===== config.mk =====
export PLATFORM = sky130hd
export DESIGN_NAME = clk_gate_ctrl
export DESIGN_NICKNAME = d
export VERILOG_FILES = /design/src/rtl/clk_gate_ctrl.sv
export SDC_FILE = /design/constraint.sdc
export NUM_CORES = 1
export LEC_CHECK = 0
export CELL_PAD_IN_SITES_DETAIL_PLACEMENT = 2
export CELL_PAD_IN_SITES_GLOBAL_PLACEMENT = 2
export CORE_MARGIN = 4
export CORE_UTILIZATION = 33
export CTS_BUF_LIST = sky130_fd_sc_hd__clkbuf_4
export CTS_CLUSTER_SIZE = 24
export DETAILED_ROUTE_END_ITERATION = 16
export GPL_ROUTABILITY_DRIVEN = 0
export HOLD_SLACK_MARGIN = 0.03
export PLACE_DENSITY = 0.91
export SLEW_MARGIN = 15
export SYNTH_ARGS = -nofsm -noshare
export SYNTH_HDL_FRONTEND = slang
export SYNTH_SLANG_ARGS = --single-unit

===== constraint.sdc =====
create_clock -name clk -period 2.3 [get_ports clk]
set_input_delay 0.575 -clock clk [delete_from_list [all_inputs] [get_ports clk]]
set_output_delay 0.575 -clock clk [all_outputs]
set_load 0.02 [all_outputs]

===== src/rtl/clk_gate_ctrl.sv =====
// Clock-gate enable sequencer: wakes CLK_GATE, waits a settle time before granting, and holds the clock through an idle hold-off.
// Optional CLK_GATE_TEST_EN build adds a test_mode input that forces CLK_EN high for scan/DFT.
module clk_gate_ctrl #(
  parameter int NUM_REQ  = 4,
  parameter int WAKE_CYC = 2,
  parameter int IDLE_CYC = 8,
  parameter int CNT_W    = 4
) (
  input  logic               clk,
  input  logic               RST,
  input  logic [NUM_REQ-1:0] req,
`ifdef CLK_GATE_TEST_EN
  input  logic               test_mode,
`endif
  output logic [NUM_REQ-1:0] grant,
  output logic               CLK_EN,
  output logic [1:0]         gate_state
);

  typedef enum logic [1:0] {
    ST_OFF  = 2'd0,
    ST_WAKE = 2'd1,
    ST_ON   = 2'd2,
    ST_HOLD = 2'd3
  } state_t;

  localparam logic [CNT_W-1:0] WAKE_LOAD = CNT_W'(WAKE_CYC - 1);
  localparam logic [CNT_W-1:0] IDLE_LOAD = CNT_W'(IDLE_CYC - 1);
  localparam logic [CNT_W-1:0] CNT_ONE   = CNT_W'(1);
  localparam logic [CNT_W-1:0] CNT_ZERO  = '0;

  state_t             state_q, state_d;
  logic [CNT_W-1:0]   cnt_q, cnt_d;
  logic               clk_en_q, clk_en_d;
  logic [NUM_REQ-1:0] grant_q, grant_d;
  logic               any_req;
  logic               cnt_done;

  assign any_req  = |req;
  assign cnt_done = (cnt_q == CNT_ZERO);

  always_ff @(posedge clk or negedge RST) begin
    if (!RST) begin
      state_q  <= ST_OFF;
      cnt_q    <= CNT_ZERO;
      clk_en_q <= 1'b0;
      grant_q  <= '0;
    end else begin
      state_q  <= state_d;
      cnt_q    <= cnt_d;
      clk_en_q <= clk_en_d;
      grant_q  <= grant_d;
    end
  end

  always_comb begin
    state_d  = state_q;
    cnt_d    = cnt_q;
    clk_en_d = clk_en_q;
    grant_d  = grant_q;
    case (state_q)
      ST_OFF: begin
        clk_en_d = 1'b0;
        grant_d  = '0;
        if (any_req) begin
          state_d  = ST_WAKE;
          clk_en_d = 1'b1;
          cnt_d    = WAKE_LOAD;
        end
      end
      // Settle time always runs to completion so the gate never toggles mid-wake.
      ST_WAKE: begin
        clk_en_d = 1'b1;
        grant_d  = '0;
        if (!cnt_done) begin
          cnt_d = cnt_q - CNT_ONE;
        end else begin
          state_d = ST_ON;
          grant_d = req;
        end
      end
      ST_ON: begin
        clk_en_d = 1'b1;
        if (any_req) begin
          grant_d = req;
        end else begin
          state_d = ST_HOLD;
          grant_d = '0;
          cnt_d   = IDLE_LOAD;
        end
      end
      // A request on the final hold cycle takes priority over shutting off.
      ST_HOLD: begin
        clk_en_d = 1'b1;
        grant_d  = '0;
        if (any_req) begin
          state_d = ST_ON;
          grant_d = req;
        end else if (!cnt_done) begin
          cnt_d = cnt_q - CNT_ONE;
        end else begin
          state_d  = ST_OFF;
          clk_en_d = 1'b0;
        end
      end
      default: begin
        state_d  = ST_OFF;
        clk_en_d = 1'b0;
        grant_d  = '0;
        cnt_d    = CNT_ZERO;
      end
    endcase
  end

  assign grant      = grant_q;
  assign gate_state = state_q;

`ifdef CLK_GATE_TEST_EN
  assign CLK_EN = clk_en_q | test_mode;
`else
  assign CLK_EN = clk_en_q;
`endif

endmodule

==> qor.json, run 1 <==
{
  "synth": {
    "synthDominantCellAreaShare_pct": 39.4,
    "post_synth_num_cell_types": 31,
    "synthFlopType": "sky130_fd_sc_hd__dfrtp_1",
    "post_synth.cell_area_avg_um2": 9.97,
    "seq_total_area_yosys_pct": 39.4,
    "cell_count_after_synthesis": 70,
    "synth-edff-count": 0,
    "yosysWarningCount": 0,
    "mappedNetlistNets": 83,
    "yosys.area.top_type": "sky130_fd_sc_hd__dfrtp_1",
    "ys_ff_latch": 11,
    "syn-cell-area_um2": 698,
    "async_reset_ff_share_pct": 100,
    "ys_top_cells_by_area": "sky130_fd_sc_hd__dfrtp_1 39%, sky130_fd_sc_hd__ha_1 13%, sky130_fd_sc_hd__nor2_1 3.8%, sky130_fd_sc_hd__mux2i_4 3.2%, sky130_fd_sc_hd__a21oi_1 2.9%"
  },
  "finish": {
    "seqCellArea_um2": 275,
    "layout-area-overhead-vs-synth_pct": 33.5,
    "multiInputGateArea_um2": 404,
    "layout_commonest_cell": "sky130_fd_sc_hd__clkdlybuf4s50_1",
    "fin_nets": 107,
    "final_core_utilization_pct": 47.0,
    "highest_count_cells_in_the_layout_ignoring_fill_and_taps": "12 x sky130_fd_sc_hd__clkdlybuf4s50_1, 11 x sky130_fd_sc_hd__dfrtp_1, 7 x sky130_fd_sc_hd__nor2_1, 7 x sky130_fd_sc_hd__ha_1, 7 x sky130_fd_sc_hd__buf_4",
    "share_of_post_route_cells_with_drive_strength_above_1_pct": 21.5,
    "diodes": 0,
    "fillCellCount": 214
  },
  "clock_tree": {
    "h_tree_lvl_count": 1,
    "clk-insertion-delay-late_ns": 0.27,
    "clock_pin_slew_reported_for_the_worst_setup_and_hold_paths_after_clock_tree_synthesis_ns": 0.08,
    "cts-buffers-inserted": 3,
    "post_cts_resized": 0,
    "cts_setup_buffers": 0,
    "tritoncts": "yes",
    "root_buffer": "sky130_fd_sc_hd__clkbuf_4",
    "cts_buffer_depth": 2,
    "cts_hold_repair.buffers": 0,
    "cts_sinks": 11
  },
  "detailed_routing": {
    "detailedRoute.firstIterationViolations": 3,
    "drtPass1Iterations": 4,
    "postRouteWirelength_um": 2140,
    "routed_via_count_divided_by_cell_count": 5.23,
    "detailroute.via_count": 628,
    "remaining_drc_errors": 0,
    "detail_route.wl_per_cell_um": 17.9,
    "antenna_left": 0
  },
  "global_route": {
    "grt_usage_pct": 17.8,
    "antenna_found_initial": 0,
    "grt_pass1_vias": 718,
    "grt-ovfl-total": 0,
    "wire_length_of_the_first_global_routing_pass_um": 3680,
    "grt_max_degree": 12
  },
  "power_and_ir_drop": {
    "sequential_share_of_power_pct": 25.2,
    "relative_contribution_of_the_clock_network_to_total_power_pct": 10.5,
    "peakVddDrop_mv": 0.548,
    "switching_share_pct": 44.7,
    "power_per_cell_area_mw_per_mm2": 1410,
    "internal_power_uw": 726,
    "p_sw_uw": 587,
    "comb_power_share_pct": 64.3,
    "power_leakage_uw": 0.000426,
    "design_power_total_uw": 1310
  },
  "floorplan": {
    "initial_core_utilization_pct": 35.2,
    "rows": 16,
    "io_pins": 13,
    "die_area_mm2": 0.00292,
    "floorplan.core_area_mm2": 0.00198,
    "height_of_the_die_um": 54.0,
    "die_width_um": 54.0
  },
  "min_path": {
    "hold-path-cell-count": 1,
    "min_path_type": "reg2reg"
  },
  "critical_path": {
    "critical_path.max_fanout": 5,
    "endpoint_kind": "register",
    "critPathArrivalTime_ns": 2.24,
    "worstRegToRegCells": 6,
    "timing.critical_path.from_type": "primary input",
    "critPathKind": "in2reg",
    "critical_path_required_ns": 2.46
  },
  "place": {
    "dp_hpwl_um": 1690,
    "preCtsSetupSlack_ns": -0.0584,
    "port-buffer-count": 12
  },
  "sta": {
    "final_min_period_over_clock_period_pct": 90.2,
    "unrepaired_setup_endpoints_after_global_routing": "false",
    "setup_violations": 0,
    "timing.final.max_slew_violations": 0,
    "slew_headroom_pct": 63.5,
    "highest_achievable_clock_rate_mhz": 482,
    "finalHoldViolations": 0,
    "worstMarginPinSlew_ns": 0.546,
    "final.setup.worst_slack_ns": 0.226,
    "clock_skew_ns": 0.00167,
    "final.min_clock_period_ns": 2.07
  },
  "run_status": {
    "outcome": "completed"
  },
  "flow_run": {
    "max-cap-violations": 0
  }
}
==> routing by layer <==
layer	GRT usage (%)	share of wire [%]	up-vias
met5	0	0	-
met4	3.73	0.75	0
met3	3.05	3.5	4
met2	29.4	48	15
met1	24.1	48	312
li1	-	-	297
==> cells in the mapped netlist (2+ instances only) <==
library cell / n
sky130_fd_sc_hd__dfrtp_1: 11
sky130_fd_sc_hd__ha_1: 7
sky130_fd_sc_hd__nor2_1: 7
sky130_fd_sc_hd__inv_1: 5
sky130_fd_sc_hd__nand2_1: 5
sky130_fd_sc_hd__a21oi_1: 4
sky130_fd_sc_hd__and2_1: 3
sky130_fd_sc_hd__a32oi_1: 2
sky130_fd_sc_hd__nor4_1: 2
sky130_fd_sc_hd__o211ai_1: 2
sky130_fd_sc_hd__or2_2: 2
==> final timing paths <==
kind,slack [ns],to,start
worst min register to register,0.57,cnt_q[1],cnt_q[1]
worst max register to register,0.39,cnt_q[1],cnt_q[0]
worst max-delay path,0.23,cnt_q[0],req[0]
worst min-delay path,0.57,cnt_q[1],cnt_q[1]
max in group asynchronous,1.29,CLK_EN,RST
min in group asynchronous,0.65,cnt_q[1],RST
==> worst max-delay path, cell delays in order <==
cell                              delay [ns]
sky130_fd_sc_hd__clkdlybuf4s50_1        0.43
sky130_fd_sc_hd__or4_4                  0.58
sky130_fd_sc_hd__mux2i_4                0.25
sky130_fd_sc_hd__a32oi_1                0.13
sky130_fd_sc_hd__o2bb2a_2               0.27
==> layout make-up <==
class                      count  share of cell area (%)
tap                           27                    3.62
clock inverter                 1                   0.537
multi-input combinational     54                    43.4
inverter                       5                    2.01
timing repair buffer          19                    18.5
clock buffer                   3                    2.42
sequential                    11                    29.5
==> power groups by stage <==
| stage | clock network (uW) | logic [uW] | registers [uW] |
|---|---|---|---|
| after floorplan | 0 | 480 | 389 |
| after global placement | 0 | 783 | 326 |
| after detailed placement | 0 | 838 | 335 |
| after CTS | 143 | 857 | 330 |
| after global routing | 153 | 943 | 343 |
| final | 138 | 844 | 330 |
==> state kept, by name, summed over array words and instances (netlist names) <==
name / count
CLK_EN: 1
cnt_q: 4
gate_state: 2
grant: 4
==> stage by stage <==
| step | setup TNS, ns | area [um2] | instances | hold WS [ns] |
|---|---|---|---|---|
| finish | 0 | 932 | 120 | 0.566 |
| CTS | 0 | 932 | 120 | 0.565 |
| detailed placement | -0.162 | 905 | 116 | 0.544 |
| floorplan | 0 | 698 | 70 | 0.279 |
| global route | 0 | 932 | 120 | 0.595 |
| global placement | 0 | 905 | 116 | 0.539 |
==> cell families (layout without fill, tap and decap cells) <==
family / after synthesis / count (layout) / synth area share [%]
flops: 11 / 11 / 39.4
fa+ha+maj: 7 / 7 / 12.5
compound gates: 15 / 15 / 15.2
simple gates: 30 / 30 / 24.7
buf+inv: 5 / 28 / 2.69
mux: 2 / 2 / 5.38
Power figures use the tool's default switching activity.
==> run 2, diff against run 1 <==
--- a/config.mk
+++ b/config.mk
@@ -5,16 +5,17 @@
 export SDC_FILE = /design/constraint.sdc
 export NUM_CORES = 1
 export LEC_CHECK = 0
+export ABC_AREA = 1
 export CELL_PAD_IN_SITES_DETAIL_PLACEMENT = 2
 export CELL_PAD_IN_SITES_GLOBAL_PLACEMENT = 2
 export CORE_MARGIN = 4
-export CORE_UTILIZATION = 33
+export CORE_UTILIZATION = 30
 export CTS_BUF_LIST = sky130_fd_sc_hd__clkbuf_4
 export CTS_CLUSTER_SIZE = 24
 export DETAILED_ROUTE_END_ITERATION = 16
 export GPL_ROUTABILITY_DRIVEN = 0
 export HOLD_SLACK_MARGIN = 0.03
-export PLACE_DENSITY = 0.91
+export PLACE_DENSITY = 0.9
 export SLEW_MARGIN = 15
 export SYNTH_ARGS = -nofsm -noshare
 export SYNTH_HDL_FRONTEND = slang
==> run 2 against run 1 <==
Final area decreased by 1.1%. Critical path depth is 4 lower. Setup slack gained 0.039 ns. Largest power group unchanged.
==> qor.json, run 2 <==
{
  "sta": {
    "finalHoldViolations": {"value": 0, "change": "unchanged"},
    "timing.final.max_slew_violations": {"value": 0, "change": "unchanged"},
    "fin_setup_tns": {"value": 0, "unit": "ns", "change": "unchanged"},
    "highest_achievable_clock_rate": {"value": 491, "unit": "MHz", "change": "+1.9%"},
    "unrepaired_setup_endpoints_after_global_routing": "false",
    "worstMarginPinSlew": {"value": 0.527, "unit": "ns", "change": "-0.0188 ns"},
    "setup_violations": {"value": 0, "change": "unchanged"},
    "slew_headroom": {"value": 64.7, "unit": "%", "change": "+1.3 points"},
    "clock_skew": {"value": 0.00224, "unit": "ns", "change": "+0.000577 ns"},
    "final_min_period_over_clock_period": {"value": 88.5, "unit": "%", "change": "-1.7 points"},
    "final.min_clock_period": {"value": 2.04, "unit": "ns", "change": "-0.0386 ns"}
  },
  "critical_path": {
    "r2r_start": "gate_state[0]",
    "worstRegToRegCells": {"value": 6, "change": "unchanged"},
    "critical_path_required": {"value": 1.73, "unit": "ns", "change": "-0.73 ns"},
    "crit_path_top_delay_cell": "sky130_fd_sc_hd__clkdlybuf4s50_1",
    "critical_path.max_fanout": {"value": 8, "change": "+3"},
    "timing.critical_path.from_type": "register",
    "critical_path.startpoint": "gate_state[0]",
    "worstReg2RegEnd": "cnt_q[2]",
    "endpoint_kind": "output port",
    "worstPathBufferInverterCount": {"value": 1, "change": "unchanged"},
    "critical_path.max_stage_delay": {"value": 0.67, "unit": "ns", "change": "+0.09 ns"},
    "critPathArrivalTime": {"value": 1.46, "unit": "ns", "change": "-0.78 ns"},
    "regToRegSetupSlack": {"value": 0.52, "unit": "ns", "change": "+0.13 ns"},
    "critPathKind": "reg2out",
    "cpLargestDelayFamily": "buffers and inverters",
    "cp_cell_sequence": "clkdlybuf4s50_1"
  },
  "power_and_ir_drop": {
    "switching_share": {"value": 50.2, "unit": "%", "change": "+5.5 points"},
    "relative_contribution_of_the_clock_network_to_total_power": {"value": 10.6, "unit": "%", "change": "about the same"},
    "comb_power_share": {"value": 63.0, "unit": "%", "change": "-1.3 points"},
    "power_per_cell_area": {"value": 1500, "unit": "mW/mm2", "change": "+6.4%"},
    "p_sw": {"value": 694, "unit": "uW", "change": "+18%"},
    "internal_power": {"value": 689, "unit": "uW", "change": "-5.1%"},
    "power_leakage": {"value": 0.000483, "unit": "uW", "change": "+13%"},
    "peakVddDrop": {"value": 0.492, "unit": "mV", "change": "-10%"},
    "sequential_share_of_power": {"value": 26.4, "unit": "%", "change": "+1.2 points"}
  },
  "run_status": {
    "outcome": "completed"
  },
  "clock_tree": {
    "cts_sinks": {"value": 11, "change": "unchanged"},
    "clock_pin_slew_reported_for_the_worst_setup_and_hold_paths_after_clock_tree_synthesis": {"value": 0.07, "unit": "ns", "change": "about the same"},
    "root_buffer": "sky130_fd_sc_hd__clkbuf_4",
    "h_tree_lvl_count": {"value": 1, "change": "unchanged"},
    "cts_hold_repair.buffers": {"value": 0, "change": "unchanged"},
    "cts-buffers-inserted": {"value": 3, "change": "unchanged"},
    "cts_setup_buffers": {"value": 0, "change": "unchanged"},
    "clk-insertion-delay-late": {"value": 0.27, "unit": "ns", "change": "about the same"},
    "tritoncts": "yes",
    "cts_buffer_depth": {"value": 2, "change": "unchanged"},
    "post_cts_resized": {"value": 0, "change": "unchanged"}
  },
  "floorplan": {
    "rows": {"value": 17, "change": "+1"},
    "die_width": {"value": 57.6, "unit": "um", "change": "+6.6%"},
    "die_area": {"value": 0.00331, "unit": "mm2", "change": "+14%"},
    "io_pins": {"value": 13, "change": "unchanged"},
    "initial_core_utilization": {"value": 32.4, "unit": "%", "change": "-2.8 points"},
    "height_of_the_die": {"value": 57.6, "unit": "um", "change": "+6.6%"},
    "floorplan.core_area": {"value": 0.00228, "unit": "mm2", "change": "+15%"}
  },
  "finish": {
    "layout-area-overhead-vs-synth_pct": 25.1,
    "fin_nets": {"value": 127, "change": "+19%"},
    "highest_count_cells_in_the_layout_ignoring_fill_and_taps": "26 x sky130_fd_sc_hd__nand2_1, 14 x sky130_fd_sc_hd__inv_1, 12 x sky130_fd_sc_hd__clkdlybuf4s50_1, 11 x sky130_fd_sc_hd__dfrtp_1, 11 x sky130_fd_sc_hd__nor2_1",
    "share_of_post_route_cells_with_drive_strength_above_1": {"value": 15.9, "unit": "%", "change": "-5.6 points"},
    "layout_commonest_cell": "sky130_fd_sc_hd__nand2_1",
    "postLayoutCellArea": {"value": 922, "unit": "um2", "change": "-1.1%"},
    "diodes": {"value": 0, "change": "unchanged"}
  },
  "synth": {
    "post_synth.cell_area_avg": {"value": 7.60, "unit": "um2", "change": "-24%"},
    "cell_count_after_synthesis": {"value": 97, "change": "+39%"},
    "ys_top_cells_by_area": "sky130_fd_sc_hd__dfrtp_1 37%, sky130_fd_sc_hd__nand2_1 13%, sky130_fd_sc_hd__ha_1 12%, sky130_fd_sc_hd__inv_1 7.1%, sky130_fd_sc_hd__nor2_1 5.6%",
    "syn-cell-area": {"value": 737, "unit": "um2", "change": "+5.6%"},
    "synth.cells.most_frequent": "26 x sky130_fd_sc_hd__nand2_1, 14 x sky130_fd_sc_hd__inv_1, 11 x sky130_fd_sc_hd__dfrtp_1, 11 x sky130_fd_sc_hd__nor2_1",
    "yosys.area.top_type": "sky130_fd_sc_hd__dfrtp_1",
    "yosysWarningCount": {"value": 0, "change": "unchanged"},
    "synthDominantCellAreaShare": {"value": 37.4, "unit": "%", "change": "-2.1 points"},
    "synthFlopType": "sky130_fd_sc_hd__dfrtp_1",
    "mappedNetlistNets": {"value": 110, "change": "+33%"},
    "ys_ff_latch": {"value": 11, "change": "unchanged"},
    "synth_most_common_cell": "sky130_fd_sc_hd__nand2_1",
    "seq_total_area_yosys": {"value": 37.4, "unit": "%", "change": "-2.1 points"},
    "async_reset_ff_share": {"value": 100, "unit": "%", "change": "unchanged"},
    "synth-edff-count": {"value": 0, "change": "unchanged"},
    "post_synth_num_cell_types": {"value": 16, "change": "-48%"}
  },
  "min_path": {
    "min_path_type": "reg2reg",
    "hold-path-cell-count": {"value": 2, "change": "+1"},
    "worstHoldStart": "cnt_q[1]",
    "min_delay_worst_endpoint": "cnt_q[1]"
  },
  "detailed_routing": {
    "remaining_drc_errors": {"value": 0, "change": "unchanged"},
    "routed_via_count_divided_by_cell_count": {"value": 4.83, "change": "-7.7%"},
    "drtPass1Iterations": {"value": 2, "change": "-2"},
    "detail_route.wl_per_cell": {"value": 15.0, "unit": "um", "change": "-16%"},
    "postRouteWirelength": {"value": 2120, "unit": "um", "change": "-1.4%"},
    "antenna_left": {"value": 0, "change": "unchanged"},
    "detailroute.via_count": {"value": 681, "change": "+8.4%"},
    "detailedRoute.firstIterationViolations": {"value": 15, "change": "+12"}
  },
  "global_route": {
    "grt_pass1_vias": {"value": 801, "change": "+12%"},
    "wire_length_of_the_first_global_routing_pass": {"value": 3810, "unit": "um", "change": "+3.6%"},
    "grt_usage": {"value": 15.3, "unit": "%", "change": "-2.4 points"},
    "grt_max_degree": {"value": 12, "change": "unchanged"},
    "grt-ovfl-total": {"value": 0, "change": "unchanged"},
    "antenna_found_initial": {"value": 0, "change": "unchanged"}
  },
  "place": {
    "dp_hpwl": {"value": 1750, "unit": "um", "change": "+3.9%"},
    "port-buffer-count": {"value": 12, "change": "unchanged"},
    "post_dp_cell_area": {"value": 892, "unit": "um2", "change": "-1.4%"}
  },
  "flow_run": {
    "max-cap-violations": {"value": 0, "change": "unchanged"}
  }
}
-- run 2: area by class of cell --
class	count	area, um2
Clock buffer	4	30.0
Fill cell	275	1350
Inverter	15	56.3
Multi-Input combinational cell	71	405
Sequential cell	11	275
Tap cell	28	35.0
Timing Repair Buffer	12	120
-- run 2: routing by layer --
layer  GRT usage, %  vias to the layer above  share of wire (%)
li1               -                      332                  -
met1           17.7                      341                 44
met2           27.6                        4                 53
met3           1.36                        4               0.43
met4           7.95                        0                2.6
met5              0                        -                  0
-- run 2: how the worst max path moves through the flow --
stage                    end  slack, ns  cells after the start
6_report       gate_state[0]       0.26                      1
5_1_grt        gate_state[1]       0.19                      1
4_1_cts        gate_state[1]       0.25                      1
3_5_place_dp        cnt_q[2]       0.34                      7
3_3_place_gp        cnt_q[2]       0.48                      7
2_1_floorplan  gate_state[1]       0.79                      8
-- run 2: cell families after synthesis --
| group | Yosys count | synth area share, % |
|---|---|---|
| AOI/OAI and AO/OA | 14 | 12.4 |
| adders and majority gates | 7 | 11.9 |
| DFF | 11 | 37.4 |
| and+or+nand+nor | 50 | 30.7 |
| buffers and inverters | 15 | 7.64 |
-- run 2: worst min-delay path, cell delays in order, from the launching register on --
cell and delay, ns:
sky130_fd_sc_hd__dfrtp_1 0.35, sky130_fd_sc_hd__o21ai_0 0.09, sky130_fd_sc_hd__nand2_1 0.06
-- run 2: power groups by stage --
| stage | clock network [uW] | registers, uW | logic (uW) |
|---|---|---|---|
| global placement | 0 | 367 | 838 |
| floorplan | 0 | 408 | 536 |
| finish | 146 | 365 | 871 |
| global route | 168 | 382 | 1010 |
| CTS | 152 | 370 | 892 |
| detailed placement | 0 | 376 | 882 |
-- run 2: through the flow --
stage	hold WS, ns	worst slack (ns)	power (uW)	cells	util, %
floorplan	0.279	0.787	945	97	-
global placement	0.510	0.478	1210	137	39.2
detailed placement	0.519	0.337	1260	137	39.2
CTS	0.536	0.245	1410	141	40.5
global route	0.589	0.191	1560	141	40.5
finish	0.528	0.264	1380	141	40.5
==> run 3, diff against run 2 <==
--- a/config.mk
+++ b/config.mk
@@ -16,6 +16,7 @@
 export GPL_ROUTABILITY_DRIVEN = 0
 export HOLD_SLACK_MARGIN = 0.03
 export PLACE_DENSITY = 0.9
+export SKIP_LAST_GASP = 1
 export SLEW_MARGIN = 15
 export SYNTH_ARGS = -nofsm -noshare
 export SYNTH_HDL_FRONTEND = slang
==> results of run 3 <==
The final DEF is identical to that of run 2; final timing and power are the same.
